**config.mk**
```make
export PLATFORM = sky130hd
export DESIGN_NAME = window_max
export DESIGN_NICKNAME = d
export VERILOG_FILES = /design/src/rtl/window_max.sv
export SDC_FILE = /design/constraint.sdc
export NUM_CORES = 1
export LEC_CHECK = 0
export ABC_AREA = 0
export CAP_MARGIN = 15
export CORE_MARGIN = 2
export CORE_UTILIZATION = 35
export CTS_CLUSTER_DIAMETER = 100
export DETAILED_ROUTE_END_ITERATION = 8
export PLACE_DENSITY = 0.64
export SYNTH_ARGS = -nofsm -noshare
export SYNTH_HDL_FRONTEND = slang
export SYNTH_SLANG_ARGS = --single-unit
```
**constraint.sdc**
```tcl
create_clock -name clk -period 4.35 [get_ports clk]
set_input_delay 1.305 -clock clk [delete_from_list [all_inputs] [get_ports clk]]
set_output_delay 1.305 -clock clk [all_outputs]
set_load 0.1 [all_outputs]
```
**src/rtl/window_max.sv**
```systemverilog
// Streaming window maximum: reports the largest unsigned sample, and the index of its
// first occurrence, over each non-overlapping window of N samples via valid/ready.
module window_max #(
  parameter int W = 4,
  parameter int N = 8,
  localparam int IW = $clog2(N)
) (
  input  logic          clk,
  input  logic          reset_n,
  input  logic          clr,
  input  logic          in_valid,
  output logic          in_ready,
  input  logic [W-1:0]  in_data,
  output logic          out_valid,
  input  logic          out_ready,
  output logic [W-1:0]  out_max,
  output logic [IW-1:0] out_idx,
  output logic          busy
);

  typedef enum logic {ACCUM, HOLD} state_t;

  localparam logic [IW-1:0] LAST = IW'(N - 1);

  state_t        state, state_next;
  logic [IW-1:0] count;
  logic [W-1:0]  cur_max;
  logic [IW-1:0] cur_idx;
  logic [W-1:0]  cand_max;
  logic [IW-1:0] cand_idx;
  logic          accept;
  logic          last;

  assign in_ready  = (state == ACCUM);
  assign out_valid = (state == HOLD);
  assign busy      = (state == ACCUM) && (count != '0);
  assign accept    = in_valid && in_ready;
  assign last      = (count == LAST);

  // NOTE: every always_comb output gets a default first so no path leaves it unassigned (no latch).
  always_comb begin
    state_next = state;
    if (clr) begin
      state_next = ACCUM;
    end else begin
      case (state)
        ACCUM:   if (accept && last) state_next = HOLD;
        HOLD:    if (out_ready)      state_next = ACCUM;
        default: state_next = ACCUM;
      endcase
    end
  end

  // Strict compare: a tie keeps the earlier index.
  always_comb begin
    cand_max = cur_max;
    cand_idx = cur_idx;
    if (count == '0) begin
      cand_max = in_data;
      cand_idx = '0;
    end else if (in_data > cur_max) begin
      cand_max = in_data;
      cand_idx = count;
    end
  end

  // NOTE: sequential state uses non-blocking assignments so all registers update from pre-edge values.
  always_ff @(posedge clk or negedge reset_n) begin
    if (!reset_n) begin
      state <= ACCUM;
    end else begin
      state <= state_next;
    end
  end

  // clr discards the partial window but leaves the last reported result visible.
  always_ff @(posedge clk or negedge reset_n) begin
    if (!reset_n) begin
      count   <= '0;
      cur_max <= '0;
      cur_idx <= '0;
      out_max <= '0;
      out_idx <= '0;
    end else if (clr) begin
      count <= '0;
    end else if (accept) begin
      cur_max <= cand_max;
      cur_idx <= cand_idx;
      if (last) begin
        count   <= '0;
        out_max <= cand_max;
        out_idx <= cand_idx;
      end else begin
        count <= count + 1'b1;
      end
    end
  end

endmodule

```
==> results of run 1 <==
==> flip-flops by register name, summed over array words and instances, names as in the netlist <==
register / count
cur_max: 4
out_max: 4
count: 3
cur_idx: 3
out_idx: 3
out_valid: 1
==> critical path: stages (launching register included) <==
cell	delay (ns)
dfrtp_1	0.40
inv_1	0.09
clkdlybuf4s50_1	1.13
==> metal layers <==
| metal | track usage, % | up-vias |
|---|---|---|
| met5 | 0 | - |
| met2 | 20.4 | 14 |
| met4 | 5.78 | 0 |
| li1 | - | 345 |
| met1 | 15.1 | 339 |
| met3 | 3.02 | 2 |
==> final timing paths <==
path / end / slack (ns) / start / cells past startpoint
min in group asynchronous: out_max[3] / 1.46 / reset_n / 1
max: in_ready / 1.13 / out_valid / 2
max reg2reg: cur_max[3] / 2.44 / cur_max[2] / 7
max in group asynchronous: cur_idx[2] / 2.40 / reset_n / 1
min: out_idx[2] / 0.49 / out_idx[2] / 2
min reg2reg: out_idx[2] / 0.49 / out_idx[2] / 2
==> power breakdown <==
group,switching (µW),internal (µW),total (µW)
Clock,52.0,50.9,103
Sequential,12.3,183,196
Combinational,68.9,52.7,122
Total,133,287,420
==> final cells by class <==
| cell class | count | area share [%] |
|---|---|---|
| flip-flops and latches | 18 | 37.9 |
| clock buffers | 4 | 3.05 |
| multi-input cells | 62 | 38.7 |
| repair buffers | 18 | 14.9 |
| inverters | 7 | 2.21 |
| well taps | 30 | 3.16 |
==> cell usage in the layout, fill, tap and decap left out, drive strengths merged <==
cell type	synthesis	final
nand2	8	8
a22o	2	2
inv	7	7
and2	2	2
o21ai	5	5
nand2b	2	2
mux2i	7	7
o22ai	1	1
a21oi	8	8
clkbuf	0	4
o21ba	1	1
dfrtp	18	18
o31ai	1	1
nor3	1	1
buf	1	1
ha	7	7
o21a	1	1
and3	1	1
clkdlybuf4s50	0	17
a211oi	1	1
mux2	4	4
nor2	9	9
nor3b	1	1
==> cells by family (layout without fill, tap and decap cells) <==
family | count (synthesis) | in the layout | share of synthesized area (%)
AOI/OAI and AO/OA | 20 | 20 | 14.0
adders and majority gates | 7 | 7 | 9.27
buffers and inverters | 8 | 29 | 3.58
DFF | 18 | 18 | 47.7
muxes | 11 | 11 | 12.2
and+or+nand+nor | 24 | 24 | 13.2
==> per-stage QoR <==
step	utilization [%]	setup slack, ns
5_1_grt	47.1	1.08
6_report	47.1	1.13
3_5_place_dp	45.7	1.09
4_1_cts	47.1	1.11
3_3_place_gp	45.7	1.16
2_1_floorplan	-	0.650
==> flow_summary.json, run 1 <==
{
  "fin_skew_ns": 0.000957,
  "synthTopCellsByArea": "dfrtp_1 48%, ha_1 9.3%, mux2i_1 7.4%",
  "cp-start-kind": "register",
  "clock_latency_ns": 0.28,
  "fin_crit_ns": 3.22,
  "power.total_uw": 420,
  "synth_area_per_cell_um2": 10.7,
  "arrival_ns": 1.91,
  "synth_most_common_cell": "dfrtp_1",
  "max_freq_mhz": 311,
  "final_area_um2": 1190,
  "cts_hold_buf": 0,
  "hold_path.class": "reg -> reg",
  "cts-resized-gates": 0,
  "nets": 126,
  "area_growth_pct": 25.8,
  "synthArstFlopShare_pct": 100,
  "rsz0062_at_grt": "no",
  "grt_pass1_vias": 672,
  "wl_met2_um": 915,
  "yosysWarningCount": 0,
  "irDropWorstVdd_mv": 0.225,
  "dp_hpwl_um": 1410,
  "met1_length_um": 773,
  "maxSlewViolCount": 0,
  "root_buffer": "clkbuf_4",
  "leakage_uw": 0.000564,
  "grt_max_degree": 19,
  "yosysSeqAreaShare_pct": 47.7,
  "synth_top_area_share_pct": 47.7,
  "die-area_um2": 3130,
  "detail-route-antenna-nets": 0,
  "placed_area_um2": 1150,
  "crit_fanout": 3,
  "syn_inst": 88,
  "fp.dieH_um": 56.0,
  "ys_seq_elements": 18,
  "first_iter_violations": 6,
  "drv_cap": 0,
  "gp_congestion": 0.731,
  "synth.net_count": 104,
  "synth_flop_cell": "dfrtp_1",
  "synth_commonest_cells": "18 x dfrtp_1, 8 x a21oi_1",
  "clk_pin_slew_ns": 0.11,
  "antennaDiodeCount": 0,
  "top_layer_used": "met4",
  "end_kind": "output port",
  "drive_gt1_share_pct": 12.8,
  "rows": 18,
  "finalSetupViolCount": 0,
  "die_w_um": 56.0,
  "status": "finished, final reports clean",
  "slew-limit-headroom_pct": 35.5,
  "grt_antenna_before_repair": 0,
  "grt.total_usage_pct": 12.3,
  "cts_buffer_depth": 2,
  "multiInputGateArea_um2": 460,
  "ff_latch_area_um2": 450,
  "cts_inserted_buffers": 3,
  "synth_edf_count": 0,
  "initial_utilization_pct": 37.5,
  "num_io_pins": 19,
  "setup_tns_ns": 0,
  "cts_tree": "built",
  "htree_num_levels": 1,
  "fillCellCount": 248,
  "path_class": "reg -> out",
  "syn_area_um2": 945,
  "cts_setup_buffers": 0,
  "period_share_pct": 74.0,
  "grt_pass1_wl_um": 3010,
  "worst_ep_required_time_ns": 3.04,
  "via_per_inst": 5.04,
  "hold_viol": 0,
  "drc": 0,
  "core_um2": 2520,
  "drt-total-wl_um": 1780,
  "portBuffers": 18,
  "vias": 700,
  "routedWlPerCell_um": 12.8,
  "tightest_slew_ns": 0.965,
  "yosysTopAreaCell": "dfrtp_1",
  "whs_ns": 0.490,
  "dp.cells": 135,
  "finalNonFillerCells": 139,
  "met3_length_um": 65,
  "grt.overflow.total": 0,
  "power_per_cell_area_nw_per_um2": 353,
  "synth.distinct_cells": 25,
  "dr.pass1.iters": 4,
  "cts_sinks": 18
}
Power figures use the tool's default switching activity.
==> run 2, diff against run 1 <==
==> constraint.sdc (replaced) <==
create_clock -name clk -period 3.34 [get_ports clk]
set_input_delay 1.002 -clock clk [delete_from_list [all_inputs] [get_ports clk]]
set_output_delay 1.002 -clock clk [all_outputs]
set_load 0.1 [all_outputs]
==> run 2 against run 1 <==
Net effect: global-route usage decreased by 0.35 points; combinational power grew 28%; sequential power grew 30%; power rose by 30%; first-iteration DRC count rose by 33%; design area fell by 1.8%; clock-buffer cell count unchanged; clock skew up 0.0043 ns.
==> flow_summary.json, run 2 (synthesis results as in run 1) <==
{
  "critPathMaxStageDelay_ns": 0.44,
  "min-delay-start": "out_idx[2]",
  "cts_buffer_depth": 2,
  "whs_ns": 0.490,
  "rsz0062_at_grt": "no",
  "portBuffers": 18,
  "grt.total_usage_pct": 12.0,
  "die-area_um2": 3130,
  "grt.overflow.total": 0,
  "via_per_inst": 4.96,
  "root_buffer": "clkbuf_4",
  "path_class": "reg -> out",
  "status": "finished, final reports clean",
  "crit_fanout": 6,
  "grt_pass1_vias": 659,
  "arrival_ns": 1.64,
  "antennaDiodeCount": 0,
  "finalSetupViolCount": 0,
  "period_share_pct": 79.1,
  "die_w_um": 56.0,
  "fp.dieH_um": 56.0,
  "hold-path-endpoint": "out_idx[2]",
  "timing.rr.end": "cur_max[0]",
  "detail-route-antenna-nets": 0,
  "hold_path.class": "reg -> reg",
  "nets": 126,
  "clk_pin_slew_ns": 0.11,
  "drt-total-wl_um": 1670,
  "cts_setup_buffers": 0,
  "num_io_pins": 19,
  "vias": 689,
  "rows": 18,
  "clock_latency_ns": 0.30,
  "biggestRegsByFlops": "cur_max: 4 flops, out_max: 4 flops",
  "dp_hpwl_um": 1330,
  "cts_inserted_buffers": 3,
  "max_freq_mhz": 378,
  "end_kind": "output port",
  "irDropWorstVdd_mv": 0.229,
  "power.total_uw": 546,
  "tightest_slew_ns": 0.805,
  "slew-limit-headroom_pct": 46.2,
  "placed_area_um2": 1130,
  "dr.pass1.iters": 4,
  "htree_num_levels": 1,
  "gp_congestion": 0.705,
  "grt_antenna_before_repair": 0,
  "fin_crit_ns": 2.64,
  "final_area_um2": 1170,
  "drc": 0,
  "r2r-start": "cur_max[2]",
  "drv_cap": 0,
  "cts_tree": "built",
  "setup_tns_ns": 0,
  "ff2ff_setup_slack_ns": 1.48,
  "cts_hold_buf": 0,
  "cts-resized-gates": 0,
  "fin_skew_ns": 0.00526,
  "fillCellCount": 247,
  "area_growth_pct": 23.6,
  "worst_ep_required_time_ns": 2.34,
  "hold_viol": 0,
  "core_um2": 2520,
  "cp_num_buf_inv": 2,
  "routedWlPerCell_um": 12.0,
  "cts_sinks": 18,
  "final_cell_mix": "18 x dfrtp_1, 10 x buf_4, 8 x a21oi_1, 8 x clkdlybuf4s50_1",
  "leakage_uw": 0.000581,
  "grt_max_degree": 19,
  "min_delay_path_depth": 2,
  "path_cells": "inv_1 -> ha_1 -> nand2b_1 -> and2_2 -> buf_4",
  "maxSlewViolCount": 0,
  "cp-start-kind": "register",
  "rr_worst_depth": 7,
  "initial_utilization_pct": 37.5,
  "first_iter_violations": 8,
  "drive_gt1_share_pct": 22.0,
  "cp_top_family": "flip-flops",
  "cp_slowest_cell": "dfrtp_1",
  "power_per_cell_area_nw_per_um2": 468,
  "grt_pass1_wl_um": 3010,
  "layout_commonest_cell": "dfrtp_1"
}
run 2: worst reg2reg max path: cells and delay by family, from the launching register on:
kind,cells,cell delay (ns)
compound gates,3,0.57
fa+ha+maj,1,0.28
buf+inv,1,0.05
flops,1,0.38
mux,1,0.34
simple gates,1,0.13
run 2: stage by stage:
stage	setup WS [ns]	utilization [%]	instances
after floorplan	0.174	-	88
after global placement	0.447	44.8	135
after detailed placement	0.382	44.8	135
after CTS	0.665	46.3	139
after global routing	0.595	46.3	139
final	0.698	46.3	139
run 2: final cells by class:
type	count	area (µm²)	area share (%)
multi-input combinational	62	462	39.5
sequential	18	450	38.6
timing repair buffer	18	155	13.3
tap	30	37.5	3.22
clock buffer	4	36.3	3.11
inverter	7	26.3	2.25
run 2: worst max path at each step:
stage	startpoint	cells past startpoint	slack (ns)	end
after floorplan	out_valid	2	0.17	busy
after global placement	in_data[2]	7	0.45	cur_max[2]
after detailed placement	in_data[2]	7	0.38	cur_max[0]
after CTS	count[0]	5	0.67	busy
after global routing	count[0]	5	0.59	busy
final	count[0]	5	0.70	busy
run 2: power by group:
group | total [µW] | internal, µW | switching, µW
registers | 254 | 239 | 14.9
logic | 156 | 68.4 | 87.8
clock network | 136 | 66.4 | 69.8
total | 546 | 374 | 172
run 2: routing by layer:
metal	up-vias	GRT usage, %	routed length [µm]
li1	345	-	-
met1	328	15.8	765
met2	12	18.9	818
met3	4	2.09	51
met4	0	6.12	32
met5	-	0	0
==> edit, RTL diff (flow settings as in run 2) <==
Make the reset (`reset_n`) synchronous in 2 clocked blocks.
--- a/src/rtl/window_max.sv
+++ b/src/rtl/window_max.sv
@@ -65,7 +65,7 @@
   end
 
   // NOTE: sequential state uses non-blocking assignments so all registers update from pre-edge values.
-  always_ff @(posedge clk or negedge reset_n) begin
+  always_ff @(posedge clk) begin
     if (!reset_n) begin
       state <= ACCUM;
     end else begin
@@ -74,7 +74,7 @@
   end
 
   // clr discards the partial window but leaves the last reported result visible.
-  always_ff @(posedge clk or negedge reset_n) begin
+  always_ff @(posedge clk) begin
     if (!reset_n) begin
       count   <= '0;
       cur_max <= '0;
Check against the original RTL: differs if reset_n is asserted again (counterexample within 4 cycles, from zero or initial values and one cycle with reset_n low); with reset_n held inactive, the same outputs for 10 cycles.
==> edit against run 2 <==
Setup slack worse by 170 ps; maximum frequency fell by 6.1%; sequential cell count did not move; non-clock buffer count grew 2; wire length rose by 27%; final area is 0.11% lower; global-route usage is 2.4 points higher; clock skew is 2.6 ps lower; area after synthesis grew 1.5%; core utilization decreased by 0.46 points; critical path type is now in2reg; highest routed layer unchanged.
Power is not compared: it rests on default switching activity, and its combinational part moved more than twofold at a synthesized area within 25%.
==> edit: results (changes against run 2) <==
DP Cell Count=155 (+15%); Crit path largest cell delay=500 ps (+60 ps); Post-Synthesis Cells=109 (+24%); gr usage total=14.4% (+2.4 points); top cells by count, synth=dfxtp_1 (18), nand2_1 (16), mux2i_1 (8); hpwl dp=1.65 mm (+24%); via count=836 (+21%); First DRT Iteration DRCs=20 (+12); worst r2r src=cur_max[1]; RR Endpoint=cur_max[3]; # nets final=146 (+16%); ys flop type=dfxtp_1; setup slack, reg-to-reg=1370 ps (-110 ps); run status=finished clean; Leak=~0.00047 uW; largest net degree at the start of global routing=23 (+4); DP Worst Slack=230 ps (-152 ps); number of global-route vias before repair=820 (+24%); complex-gate fraction of the synthesized area=16.7% (+2.7 points); crit path from=in_data[0]; Crit path max-delay family=simple AND/OR/NAND/NOR gates; worst path arrival time=3030 ps (+1390 ps); Root Buffer=clkbuf_4; final wirelength=2.12 mm (+27%); FILL cells=258 (+4.5%); count of different cell masters after synthesis=31 (+24%); clock skew=2.68 ps (-2.58 ps); Synth Area in Adders=9.14% (-0.13 points); wire length of the first global-routing pass=3.62 mm (+20%); Worst Hold Class=reg2reg; post-DR wirelength/cell=13.4 um (+12%); sequential area share after synthesis=37.6% (-10 points); share of cells above drive strength 1=15.6% (-6.4 points); Hold Crit Start=cur_max[2]; fin crit period=2810 ps (+171 ps); n_diodes=0 (unchanged); Synth Area in XOR/XNOR=0% (unchanged); GPL Wtd Cong=0.789 (+12%); Area contributors post-synth=dfxtp_1 (38%), ha_1 (9.1%), mux2i_1 (8.4%); async set or reset register ratio after synthesis=0% (-100 points); Crit Path Class=in2reg; Slowest-stage cell, CP=clkdlybuf4s50_1; syn_nets=125 (+20%); CP max FO=8 (+2); Worst-Margin Slew=408 ps (-396 ps); initial antenna violation count=0 (unchanged); mux share of post-synthesis cell area=9.53% (-2.7 points)
-- edit: cell count changes after synthesis, sizes merged, moves of 5 or more --
| cell | delta |
|---|---|
| dfrtp | -18 |
| dfxtp | +18 |
| nand2 | +8 |
| nor3 | +5 |
-- edit: cell type report --
class | instances | area share, %
clock buffer | 3 | 1.93
timing repair buffer | 20 | 14.6
tap | 30 | 3.22
inverter | 7 | 2.25
multi-input combinational | 80 | 47.1
sequential | 18 | 30.9
-- edit: logic make-up after synthesis --
group           count (synthesis)
simple gates                   40
compound gates                 24
flops                          18
buf+inv                        11
mux                             9
fa+ha+maj                       7
-- edit: where the power goes --
group / total [uW] / switching, uW / internal, uW
Sequential: 221 / 2.83 / 218
Combinational: 65.3 / 37.7 / 27.6
Clock: 107 / 65.3 / 41.9
-- edit: how the worst min path moves through the flow --
stage                       to  depth (start not counted)
finish              cur_max[2]                          2
global route        cur_max[3]                          2
CTS                 cur_max[2]                          2
detailed placement  cur_max[2]                          2
global placement    cur_max[2]                          2
floorplan           cur_max[1]                          2
-- edit: tightest hold or removal path, cell delays in order, from the launching register on --
cell,delay (ps)
dfxtp_1,330
nand2_1,50
mux2i_1,50
-- edit: per-layer routing --
layer  global-route usage [%]  part of all wire [%]  vias up
li1                         -                     -      424
met1                     18.9                    45      388
met2                     22.9                    48       20
met3                     3.46                   5.4        4
met4                     5.44                   1.4        0
met5                        0                     0        -
-- edit: per-stage QoR --
stage / instance area, um2 / hold slack, ps
4_1_cts: 1170 / 469
3_3_place_gp: 1140 / 447
2_1_floorplan: 958 / 435
6_report: 1170 / 469
3_5_place_dp: 1140 / 454
5_1_grt: 1170 / 494
